**src/rtl/draw_arbiter_pkg.sv**
```systemverilog
// Shared types and defaults for the square-fill drawer arbiter.
// Also used by the round-robin picker, which other arbiters will reuse.
package draw_arbiter_pkg;

    localparam int unsigned IdW        = 3;
    localparam int unsigned DefXW      = 8;
    localparam int unsigned DefYW      = 7;
    localparam int unsigned DefCW      = 3;
    localparam int unsigned DefTimeout = 17000;

    typedef enum logic [2:0] {
        StIdle  = 3'd0,
        StLoad  = 3'd1,
        StStart = 3'd2,
        StWait  = 3'd3,
        StAck   = 3'd4
    } state_e;

endpackage

```
**src/rtl/draw_arbiter_if.sv**
```systemverilog
// Requester and drawer signals of the draw arbiter.
// The master modport is the arbiter's view; the slave modport is the other side.
interface draw_arbiter_if
    import draw_arbiter_pkg::*;
#(
    parameter int unsigned NumReq = 4,
    parameter int unsigned XW     = DefXW,
    parameter int unsigned YW     = DefYW,
    parameter int unsigned CW     = DefCW
) ();

    logic [NumReq-1:0]    req;
    logic [NumReq*XW-1:0] req_x;
    logic [NumReq*YW-1:0] req_y;
    logic [NumReq*YW-1:0] req_size;
    logic [NumReq*CW-1:0] req_colour;
    logic [NumReq-1:0]    ack;
    logic [IdW-1:0]       grant_id;
    logic                 busy;
    logic                 drw_go;
    logic                 drw_draw;
    logic [XW-1:0]        drw_x;
    logic [YW-1:0]        drw_y;
    logic [YW-1:0]        drw_size;
    logic [CW-1:0]        drw_colour;
    logic                 drw_done;
    logic                 err;
    logic [IdW-1:0]       err_id;

    modport master (
        input  req, req_x, req_y, req_size, req_colour, drw_done,
        output ack, grant_id, busy, drw_go, drw_draw, drw_x, drw_y, drw_size, drw_colour,
               err, err_id
    );

    modport slave (
        output req, req_x, req_y, req_size, req_colour, drw_done,
        input  ack, grant_id, busy, drw_go, drw_draw, drw_x, drw_y, drw_size, drw_colour,
               err, err_id
    );

endinterface

```
**src/rtl/draw_arbiter_rr_picker.sv**
```systemverilog
// Combinational round-robin search: first set request at or after ptr_i,
// scanning upward and wrapping at NumReq.
module draw_arbiter_rr_picker
    import draw_arbiter_pkg::*;
#(
    parameter int unsigned NumReq = 4
) (
    input  logic [NumReq-1:0] req_i,
    input  logic [IdW-1:0]    ptr_i,
    output logic              valid_o,
    output logic [IdW-1:0]    idx_o
);

    logic [2*NumReq-1:0] req2;
    logic [NumReq-1:0]   rot;
    int unsigned         pos;

    // Rotating a doubled copy puts requester ptr_i at bit 0.
    assign req2 = {req_i, req_i};
    assign rot  = NumReq'(req2 >> ptr_i);

    always_comb begin
        valid_o = 1'b0;
        idx_o   = '0;
        pos     = 0;
        for (int unsigned j = 0; j < NumReq; j++) begin
            if (!valid_o && 1'(rot >> j)) begin
                valid_o = 1'b1;
                pos     = 32'(ptr_i) + j;
                if (pos >= NumReq) begin
                    pos = pos - NumReq;
                end
                idx_o = IdW'(pos);
            end
        end
    end

endmodule

```
**src/rtl/draw_arbiter.sv**
```systemverilog
// Round-robin arbiter sharing one square-fill drawer between several requesters.
// Latches the winner's command, runs the go/draw handshake, waits for done, then acks.
module draw_arbiter
    import draw_arbiter_pkg::*;
#(
    parameter int unsigned NumReq  = 4,
    parameter int unsigned XW      = DefXW,
    parameter int unsigned YW      = DefYW,
    parameter int unsigned CW      = DefCW,
    parameter int unsigned Timeout = DefTimeout
) (
    input  logic           clk_i,
    input  logic           resetn_i,
    draw_arbiter_if.master bus
);

    localparam int unsigned CntW = $clog2(Timeout);

    state_e          state_q, state_d;
    logic [IdW-1:0]  rr_ptr_q, rr_ptr_d;
    logic [IdW-1:0]  grant_q, grant_d;
    logic [XW-1:0]   x_q, x_d;
    logic [YW-1:0]   y_q, y_d;
    logic [YW-1:0]   size_q, size_d;
    logic [CW-1:0]   colour_q, colour_d;
    logic [CntW-1:0] cnt_q, cnt_d;
    logic            err_q, err_d;
    logic [IdW-1:0]  err_id_q, err_id_d;

    logic            pick_valid;
    logic [IdW-1:0]  pick_idx;

    draw_arbiter_rr_picker #(
        .NumReq (NumReq)
    ) u_picker (
        .req_i   (bus.req),
        .ptr_i   (rr_ptr_q),
        .valid_o (pick_valid),
        .idx_o   (pick_idx)
    );

    always_comb begin
        state_d  = state_q;
        rr_ptr_d = rr_ptr_q;
        grant_d  = grant_q;
        x_d      = x_q;
        y_d      = y_q;
        size_d   = size_q;
        colour_d = colour_q;
        cnt_d    = cnt_q;
        err_d    = err_q;
        err_id_d = err_id_q;

        unique case (state_q)
            StIdle: begin
                if (pick_valid) begin
                    grant_d  = pick_idx;
                    x_d      = XW'(bus.req_x >> (32'(pick_idx) * XW));
                    y_d      = YW'(bus.req_y >> (32'(pick_idx) * YW));
                    size_d   = YW'(bus.req_size >> (32'(pick_idx) * YW));
                    colour_d = CW'(bus.req_colour >> (32'(pick_idx) * CW));
                    state_d  = StLoad;
                end
            end
            StLoad: begin
                state_d = StStart;
            end
            StStart: begin
                cnt_d   = '0;
                state_d = StWait;
            end
            StWait: begin
                cnt_d = cnt_q + 1'b1;
                if (bus.drw_done) begin
                    state_d = StAck;
                end else if (cnt_q == CntW'(Timeout - 1)) begin
                    // Only the first timeout is recorded in err_id.
                    err_d = 1'b1;
                    if (!err_q) begin
                        err_id_d = grant_q;
                    end
                    state_d = StAck;
                end
            end
            StAck: begin
                rr_ptr_d = (grant_q == IdW'(NumReq - 1)) ? '0 : grant_q + 1'b1;
                state_d  = StIdle;
            end
            default: begin
                state_d = StIdle;
            end
        endcase
    end

    always_ff @(posedge clk_i or posedge resetn_i) begin
        if (resetn_i) begin
            state_q  <= StIdle;
            rr_ptr_q <= '0;
            grant_q  <= '0;
            x_q      <= '0;
            y_q      <= '0;
            size_q   <= '0;
            colour_q <= '0;
            cnt_q    <= '0;
            err_q    <= 1'b0;
            err_id_q <= '0;
        end else begin
            state_q  <= state_d;
            rr_ptr_q <= rr_ptr_d;
            grant_q  <= grant_d;
            x_q      <= x_d;
            y_q      <= y_d;
            size_q   <= size_d;
            colour_q <= colour_d;
            cnt_q    <= cnt_d;
            err_q    <= err_d;
            err_id_q <= err_id_d;
        end
    end

    // Handshake outputs decode the state directly so reset takes effect at once.
    assign bus.ack        = (state_q == StAck) ? (NumReq'(1) << grant_q) : '0;
    assign bus.grant_id   = grant_q;
    assign bus.busy       = (state_q != StIdle);
    assign bus.drw_go     = (state_q == StLoad);
    assign bus.drw_draw   = !((state_q == StStart) || (state_q == StWait));
    assign bus.drw_x      = x_q;
    assign bus.drw_y      = y_q;
    assign bus.drw_size   = size_q;
    assign bus.drw_colour = colour_q;
    assign bus.err        = err_q;
    assign bus.err_id     = err_id_q;

endmodule

```
**src/flat_wrapper.sv**
```systemverilog
// flat-port wrapper written by rule: the top's interface ports become plain ports
module draw_arbiter_flat import draw_arbiter_pkg::*;
#(
    parameter int unsigned NumReq  = 4,
    parameter int unsigned XW      = DefXW,
    parameter int unsigned YW      = DefYW,
    parameter int unsigned CW      = DefCW,
    parameter int unsigned Timeout = DefTimeout
)
  (clk_i, resetn_i, bus_req, bus_req_x, bus_req_y, bus_req_size, bus_req_colour, bus_drw_done, bus_ack, bus_grant_id, bus_busy, bus_drw_go, bus_drw_draw, bus_drw_x, bus_drw_y, bus_drw_size, bus_drw_colour, bus_err, bus_err_id);
  draw_arbiter_if #(.NumReq(NumReq), .XW(XW), .YW(YW), .CW(CW)) bus_i ();
  input  logic clk_i;
  input  logic resetn_i;
  input wire logic [$bits(bus_i.req)-1:0] bus_req;
  input wire logic [$bits(bus_i.req_x)-1:0] bus_req_x;
  input wire logic [$bits(bus_i.req_y)-1:0] bus_req_y;
  input wire logic [$bits(bus_i.req_size)-1:0] bus_req_size;
  input wire logic [$bits(bus_i.req_colour)-1:0] bus_req_colour;
  input wire logic [$bits(bus_i.drw_done)-1:0] bus_drw_done;
  output wire logic [$bits(bus_i.ack)-1:0] bus_ack;
  output wire logic [$bits(bus_i.grant_id)-1:0] bus_grant_id;
  output wire logic [$bits(bus_i.busy)-1:0] bus_busy;
  output wire logic [$bits(bus_i.drw_go)-1:0] bus_drw_go;
  output wire logic [$bits(bus_i.drw_draw)-1:0] bus_drw_draw;
  output wire logic [$bits(bus_i.drw_x)-1:0] bus_drw_x;
  output wire logic [$bits(bus_i.drw_y)-1:0] bus_drw_y;
  output wire logic [$bits(bus_i.drw_size)-1:0] bus_drw_size;
  output wire logic [$bits(bus_i.drw_colour)-1:0] bus_drw_colour;
  output wire logic [$bits(bus_i.err)-1:0] bus_err;
  output wire logic [$bits(bus_i.err_id)-1:0] bus_err_id;
  assign bus_i.req = bus_req;
  assign bus_i.req_x = bus_req_x;
  assign bus_i.req_y = bus_req_y;
  assign bus_i.req_size = bus_req_size;
  assign bus_i.req_colour = bus_req_colour;
  assign bus_i.drw_done = bus_drw_done;
  assign bus_ack = bus_i.ack;
  assign bus_grant_id = bus_i.grant_id;
  assign bus_busy = bus_i.busy;
  assign bus_drw_go = bus_i.drw_go;
  assign bus_drw_draw = bus_i.drw_draw;
  assign bus_drw_x = bus_i.drw_x;
  assign bus_drw_y = bus_i.drw_y;
  assign bus_drw_size = bus_i.drw_size;
  assign bus_drw_colour = bus_i.drw_colour;
  assign bus_err = bus_i.err;
  assign bus_err_id = bus_i.err_id;
  draw_arbiter #(.NumReq(NumReq), .XW(XW), .YW(YW), .CW(CW), .Timeout(Timeout)) u_core (.clk_i(clk_i), .resetn_i(resetn_i), .bus(bus_i));
endmodule
```
**config.mk**
```make
export PLATFORM = sky130hd
export DESIGN_NAME = draw_arbiter_flat
export DESIGN_NICKNAME = d
export VERILOG_FILES = /design/src/rtl/draw_arbiter_pkg.sv /design/src/rtl/draw_arbiter_if.sv /design/src/rtl/draw_arbiter_rr_picker.sv /design/src/rtl/draw_arbiter.sv /design/src/flat_wrapper.sv
export SDC_FILE = /design/constraint.sdc
export NUM_CORES = 1
export LEC_CHECK = 0
export CAP_MARGIN = 20
export CORE_MARGIN = 2
export CORE_UTILIZATION = 47
export CTS_BUF_LIST = sky130_fd_sc_hd__clkbuf_16
export DETAILED_ROUTE_END_ITERATION = 6
export PLACE_DENSITY = 0.85
export SYNTH_ARGS = -nofsm -noshare
export SYNTH_HDL_FRONTEND = slang
export SYNTH_SLANG_ARGS = --single-unit
```
**constraint.sdc**
```tcl
create_clock -name clk_i -period 3.86 [get_ports clk_i]
set_input_delay 0.772 -clock clk_i [delete_from_list [all_inputs] [get_ports clk_i]]
set_output_delay 0.772 -clock clk_i [all_outputs]
set_load 0.01 [all_outputs]
```
# Word-level counts from Yosys, hierarchy flattened

Cells that the tools add are included.

Register bits: 53
Bits of input ports: 107
Output and inout bits: 39
Logic and storage cells: 75

Add/sub/neg operators: 9
$mul: 2
Order comparisons: 4
Equality and inequality tests: 8
Shift operators: 6
Muxes and demuxes: 19
Bitwise logic cells: 2
Reductions and logical operators: 15

Operators with widths:

| kind                                                               | number |
|---|---|
| >> shifter 28 x 6 -> 7 bit                                         | 2 |
| 2-to-1 mux 3 bit                                                   | 12 |
| >> shifter 32 x 6 -> 8 bit                                         | 1 |
| case mux 15 bit (2 select lines)                                   | 1 |
| adder 15 x 1 -> 15 bit (second input constant)                     | 1 |
| == test 15 bit (second input constant)                             | 1 |
| greater-or-equal comparator 4 x 3 -> 1 bit (second input constant) | 3 |
| case mux 3 bit (4 select lines)                                    | 1 |
| >> shifter 12 x 5 -> 3 bit                                         | 1 |
| subtractor 3 bit (second input constant)                           | 4 |
| == test 3 x 2 -> 1 bit (second input constant)                     | 3 |
| adder 3 x 2 -> 4 bit (second input constant)                       | 2 |
| >> shifter 8 x 3 -> 4 bit                                          | 1 |
| multiplier 3 x 3 -> 6 bit (second input constant)                  | 1 |
| multiplier 3 x 2 -> 5 bit (second input constant)                  | 1 |
| adder 3 x 1 -> 4 bit (second input constant)                       | 1 |
| logical NOT 1 bit                                                  | 4 |
| 2-to-1 mux 1 bit                                                   | 4 |
| 2-to-1 mux 4 bit                                                   | 1 |
| AND reduction 2 bit                                                | 2 |
| AND reduction 4 bit                                                | 1 |
| << shifter 1 x 3 -> 4 bit (first input constant)                   | 1 |
| adder 3 x 1 -> 3 bit (second input constant)                       | 1 |
| == test 3 x 1 -> 1 bit (second input constant)                     | 1 |
| other kinds (11)                                                   | 14 |

# Logic depth before layout (Yosys ltp)

Depth after elaboration: 13
Gate-level depth with buffers: 13
Depth with buffers taken out: 8

# Modules after synthesis

A second synthesis with hierarchy kept.

Cell total of the unflattened synthesis: 266
Area total of the unflattened synthesis: 3130.5 um^2

By module, submodules not included:

| module                 | times used | cells each | area each (um^2) | seq. area each (um^2) |
|---|---|---|---|---|
| draw_arbiter           | 1          | 224        | 2874.0           | 1326.3 |
| draw_arbiter_rr_picker | 1          | 42         | 256.5            | 0.0 |

# Worst setup path before layout

No wires, ideal clock.

Path kind: register to register
From: reg u_core.rr_ptr_q[0]
To: reg u_core.size_q[0] (netlist: u_core.bus.drw_size[0])
Setup time: 126 ps
Data arrival time: 3020 ps
Data required time: 3734 ps
Path slack: 714 ps
Cell stages (with the launch flop): 14
Buffers on the path: 5
Period minus slack after synthesis: 3146 ps
Cells stage by stage: dfrtp_1 buf_2 inv_1 clkbuf_1 clkbuf_1 ha_1 or4_1 o41ai_1 a211oi_1 o211a_1 nor2b_1 buf_2 buf_2 a221o_1

Longest elaborated chain between the ends: 13
Elaborated cells on any way between the ends: 33
Classes of those cells: add/sub: 7; mul: 1; order compare: 4; shift: 2; mux: 12; reduce/logical: 7

RTL lines:

| what                                                                               | RTL line            | source |
|---|---|---|
| start, declared                                                                    | draw_arbiter.sv:20  | `logic [IdW-1:0] rr_ptr_q, rr_ptr_d;` |
| start signal, assigned                                                             | draw_arbiter.sv:109 | `rr_ptr_q <= rr_ptr_d;` |
| parallel branches: the longest is 13 deep, another holds multiplier 3 x 3 -> 6 bit | --                  |  |
| end signal, assigned                                                               | draw_arbiter.sv:113 | `size_q <= size_d;` |
| end, declared                                                                      | draw_arbiter.sv:24  | `logic [YW-1:0] size_q, size_d;` |

Several ways; the timed one is not identified.
A chain may end at the register's enable or synchronous reset.

# Final worst setup path

From: in bus_req[2]
To: reg u_core.y_q[0] (netlist: u_core.bus.drw_y[0])

Longest elaborated chain between the ends: 13
Elaborated cells on any way between the ends: 18
Classes of those cells: mul: 1; shift: 2; mux: 8; reduce/logical: 7

RTL lines:

| what                        | RTL line                     | source |
|---|---|---|
| start, declared             | flat_wrapper.sv:14           | `input wire logic [$bits(bus_i.req)-1:0] bus_req;` |
| >> shifter 8 x 3 -> 4 bit * | draw_arbiter_rr_picker.sv:20 | `assign rot = NumReq'(req2 >> ptr_i);` |
| 2-to-1 mux 1 bit            | draw_arbiter_rr_picker.sv:27 | `if (!valid_o && 1'(rot >> j)) begin` |
| logical NOT 1 bit           | draw_arbiter_rr_picker.sv:27 |  |
| logical AND 1 bit           | draw_arbiter_rr_picker.sv:27 |  |
| 2-to-1 mux 1 bit            | draw_arbiter_rr_picker.sv:27 |  |
| logical NOT 1 bit           | draw_arbiter_rr_picker.sv:27 |  |
| logical AND 1 bit           | draw_arbiter_rr_picker.sv:27 |  |
| 2-to-1 mux 1 bit            | draw_arbiter_rr_picker.sv:27 |  |
| logical NOT 1 bit           | draw_arbiter_rr_picker.sv:27 |  |
| logical AND 1 bit           | draw_arbiter_rr_picker.sv:27 |  |
| 2-to-1 mux 3 bit            | draw_arbiter_rr_picker.sv:27 |  |
| multiplier 3 x 3 -> 6 bit   | draw_arbiter.sv:59           | `y_d = YW'(bus.req_y >> (32'(pick_idx) * YW));` |
| >> shifter 28 x 6 -> 7 bit  | draw_arbiter.sv:59           |  |
| end signal, assigned        | draw_arbiter.sv:112          | `y_q <= y_d;` |
| end, declared               | draw_arbiter.sv:23           | `logic [YW-1:0] y_q, y_d;` |

Every way passes the cells marked *; elsewhere a longest branch is shown, timed or not.

==> impl_summary.log <==
INFO  metric cts-htree-levels = 2
INFO  metric worstPathBufferInverterCount = 2
INFO  metric dr.max_layer_used = met4
INFO  metric irDropWorstVdd = 0.424 mV
INFO  metric final_sum_of_negative_setup_slack = 0 ns
INFO  metric dr_wl_met3 = 1030 um
INFO  metric postRouteWirelength = 13400 um
INFO  metric maximum_number_of_pins_on_one_net_before_global_route_repair = 52
INFO  metric achievable-frequency = 309 MHz
INFO  metric grt_first_pass_wirelength = 22000 um
INFO  metric io_pins = 146
INFO  metric switchingPower = 0.00175 W
INFO  metric die_y = 100 um
INFO  metric netlist_area = 4340 um^2
INFO  metric area_growth_syn_to_fin = 39.6%
INFO  metric yosys.area.top_type = dfrtp_1
INFO  metric floorplan.rows = 35
INFO  metric pwr_density_cell = 650 nW/um^2
INFO  metric floorplan.die_area = 10000 um^2
INFO  metric report.final.setup_viol = 0
INFO  metric detailedRoute.firstIterationViolations = 410
INFO  metric post-route-util = 66.5%
INFO  metric rsz0062_at_grt = false
INFO  metric cell_internal_pwr = 0.00219 W
INFO  metric via_per_inst = 6.22
INFO  metric final_net_count = 713
INFO  metric cts_setup_buffers = 0
INFO  metric synthesis.instances = 471
INFO  metric critPathArrivalTime = 3.47 ns
INFO  metric final-max-slew-violation-count = 0
INFO  metric yosys.area.top_type_share = 30.5%
INFO  metric layout-drive-gt1-share = 6.32%
INFO  metric critical_path.max_fanout = 15
INFO  metric maxSlewHeadroom = 41.4%
INFO  metric worst_path_largest_cell_delay = 0.57 ns
INFO  metric ctsHoldBuffers = 0
INFO  metric synthArstFlopShare = 100%
INFO  metric die-width = 100 um
INFO  metric clockRootBuffer = clkbuf_16
INFO  metric mappedNetlistNets = 584
INFO  metric critPathSlowestCell = or4_1
INFO  metric tritoncts = built
INFO  metric worst_path_dominant_cell_family = compound AO/OA/AOI/OAI gates
INFO  metric part_of_the_yosys_area_used_for_sequential_elements = 30.5%
INFO  metric switching_share_of_total_power = 44.4%
INFO  metric endpoint_kind = register
INFO  metric port-buffer-count = 145
INFO  metric synth_ff_type = dfrtp_1
INFO  metric worst_pin_slew = 0.878 ns
INFO  metric post_synth_main_area_contributors = dfrtp_1, mux2i_1, a221o_1
INFO  metric power.sequential.fraction = 23.1%
INFO  metric clkTransAtPathRegs = 0.07 ns
INFO  metric overflow = 0
INFO  metric vias_in_the_first_global_route = 4515
INFO  metric finalCritPeriodShare = 83.9%
INFO  metric combPwrFrac = 65.5%
INFO  metric yosys_warnings = 0
INFO  metric antenna_left = 0
INFO  metric antenna_cells = 0
INFO  metric initial_utilization = 47.7%
INFO  metric netlist-cell-type-count = 47
INFO  metric drt_drc_violations_left = 0
INFO  metric clock_insertion_delay_worst_skew = 0.29 ns
INFO  metric timing.hold.worst.class = register to register
INFO  metric layout_commonest_cell = clkdlybuf4s50_1
INFO  metric critical_path_cell_by_cell = clkdlybuf4s50_1 > or4_1 > o41ai_1 > a211oi_1 > o211a_1 > buf_4 > a2111oi_0 > a221o_1
INFO  metric post-dp-hpwl = 9860 um
INFO  metric synth_edf_count = 0
INFO  metric clkPwrFrac = 11.3%
INFO  metric timing_worst_setup_path_type = input pin to register
INFO  metric p_leak = 2.55 nW
INFO  metric number_of_antenna_violations_at_the_first_check_in_global_routing = 0
INFO  metric fin_crit = 3.24 ns
INFO  metric clock-skew-final = 0.00598 ns
INFO  metric synth_area_per_cell = 9.22 um^2
INFO  metric detailroute.via_count = 4429
INFO  metric detail_route.first_pass.iterations = 5
INFO  metric cp.required = 4.09 ns
INFO  metric critical_path_startpoint_category = input pin
INFO  metric clk_path_buf_depth = 2
INFO  metric placeableCoreArea = 9110 um^2
INFO  metric max_cap_violations = 0
INFO  metric numCtsBuffers = 5
INFO  metric met2RoutedLength = 6530 um
INFO  metric cts.sinks = 53
INFO  metric synth.ff_latch_count = 53
INFO  metric final_gp_congestion = 0.887
INFO  metric highest_count_cells_in_the_layout_ignoring_fill_and_taps = clkdlybuf4s50_1, mux2i_1, dfrtp_1
INFO  metric outcome = finished, final reports clean
INFO  metric finalHoldViolations = 0
INFO  metric cts-resized-gates = 0
INFO  metric met1Wirelength = 5480 um
INFO  metric wl_per_cell = 18.8 um
INFO  metric grt_overall_usage = 27.2%
-- area by class of cell --
class | count | area [um^2]
well taps | 111 | 139
flip-flops and latches | 53 | 1330
fillers | 731 | 3050
repair buffers | 162 | 1600
clock buffers | 5 | 125
multi-input cells | 341 | 2710
clock inverters | 3 | 18.8
inverters | 37 | 139
-- synth_stat cells (all sizes together) (2+ instances only) --
| library cell | count |
|---|---|
| nand3 | 9 |
| o22ai | 2 |
| or2 | 2 |
| and2 | 6 |
| o211ai | 2 |
| mux2 | 5 |
| dfrtp | 53 |
| clkbuf | 22 |
| inv | 37 |
| mux2i | 103 |
| buf | 18 |
| a211oi | 3 |
| nand2b | 3 |
| nor2b | 6 |
| nand2 | 27 |
| nor4 | 2 |
| nor2 | 10 |
| a31oi | 2 |
| nand4 | 2 |
| a21o | 2 |
| a21oi | 32 |
| nor3 | 3 |
| a221o | 25 |
| o31ai | 31 |
| nand3b | 3 |
| nor4b | 2 |
| and3 | 2 |
| a2111oi | 25 |
| o21ai | 12 |
| ha | 6 |
-- state kept, by name (all words and copies together), names as in the netlist --
name                   count
u_core.cnt_q              15
u_core.bus.drw_x           8
u_core.bus.drw_size        7
u_core.bus.drw_y           7
u_core.bus.drw_colour      3
u_core.bus.err_id          3
u_core.bus.grant_id        3
u_core.rr_ptr_q            3
u_core.state_q             3
u_core.bus.err             1
-- through the flow --
step	std cells	hold slack, ns	cell area, um^2	setup WS, ns	total power (W)
floorplan	471	0.440	4340	0.714	0.00258
global route	712	0.527	6060	0.492	0.00419
CTS	712	0.494	6060	0.667	0.00393
global placement	704	0.460	5920	0.523	0.00338
finish	712	0.496	6060	0.620	0.00394
detailed placement	704	0.485	5920	0.367	0.00347
-- cells by family after synthesis --
group,count (synthesis),synth area share (%)
compound gates,144,25.4
mux,108,25.0
simple gates,82,9.77
buf+inv,77,7.29
flops,53,30.5
fa+ha+maj,6,1.73
xor+xnor,1,0.202
-- power by group through the flow --
stage	sequential (W)	combinational, W	clock [W]
after global placement	0.000910	0.00247	0
final	0.000912	0.00258	0.000446
after detailed placement	0.000907	0.00256	0
after floorplan	0.000899	0.00168	0
after global routing	0.000934	0.00278	0.000474
after CTS	0.000906	0.00257	0.000453
-- metal layers --
| metal | global-route usage, % | up-vias |
|---|---|---|
| met5 | 0 | - |
| li1 | - | 2063 |
| met4 | 7.48 | 0 |
| met1 | 34.7 | 2129 |
| met3 | 5.85 | 24 |
| met2 | 46.7 | 213 |
-- worst register-to-register path, stage by stage, from the launching register on --
cell	delay [ns]
dfrtp_1	0.50
inv_1	0.13
ha_1	0.37
or4_1	0.45
o41ai_1	0.11
a211oi_1	0.14
o211a_1	0.38
buf_4	0.27
a2111oi_0	0.50
a221o_1	0.20
-- final timing paths --
kind | startpoint | to | slack [ns] | cells past startpoint
max | bus_req[2] | u_core.bus.drw_y[0] | 0.62 | 8
min | u_core.bus.err | u_core.bus.err | 0.50 | 2
max reg2reg | u_core.rr_ptr_q[1] | u_core.bus.drw_y[0] | 0.75 | 9
min reg2reg | u_core.bus.err | u_core.bus.err | 0.50 | 2
max in group asynchronous | resetn_i | u_core.cnt_q[6] | 2.23 | 3
min in group asynchronous | resetn_i | u_core.bus.grant_id[0] | 0.98 | 2
Power figures use the tool's default switching activity.
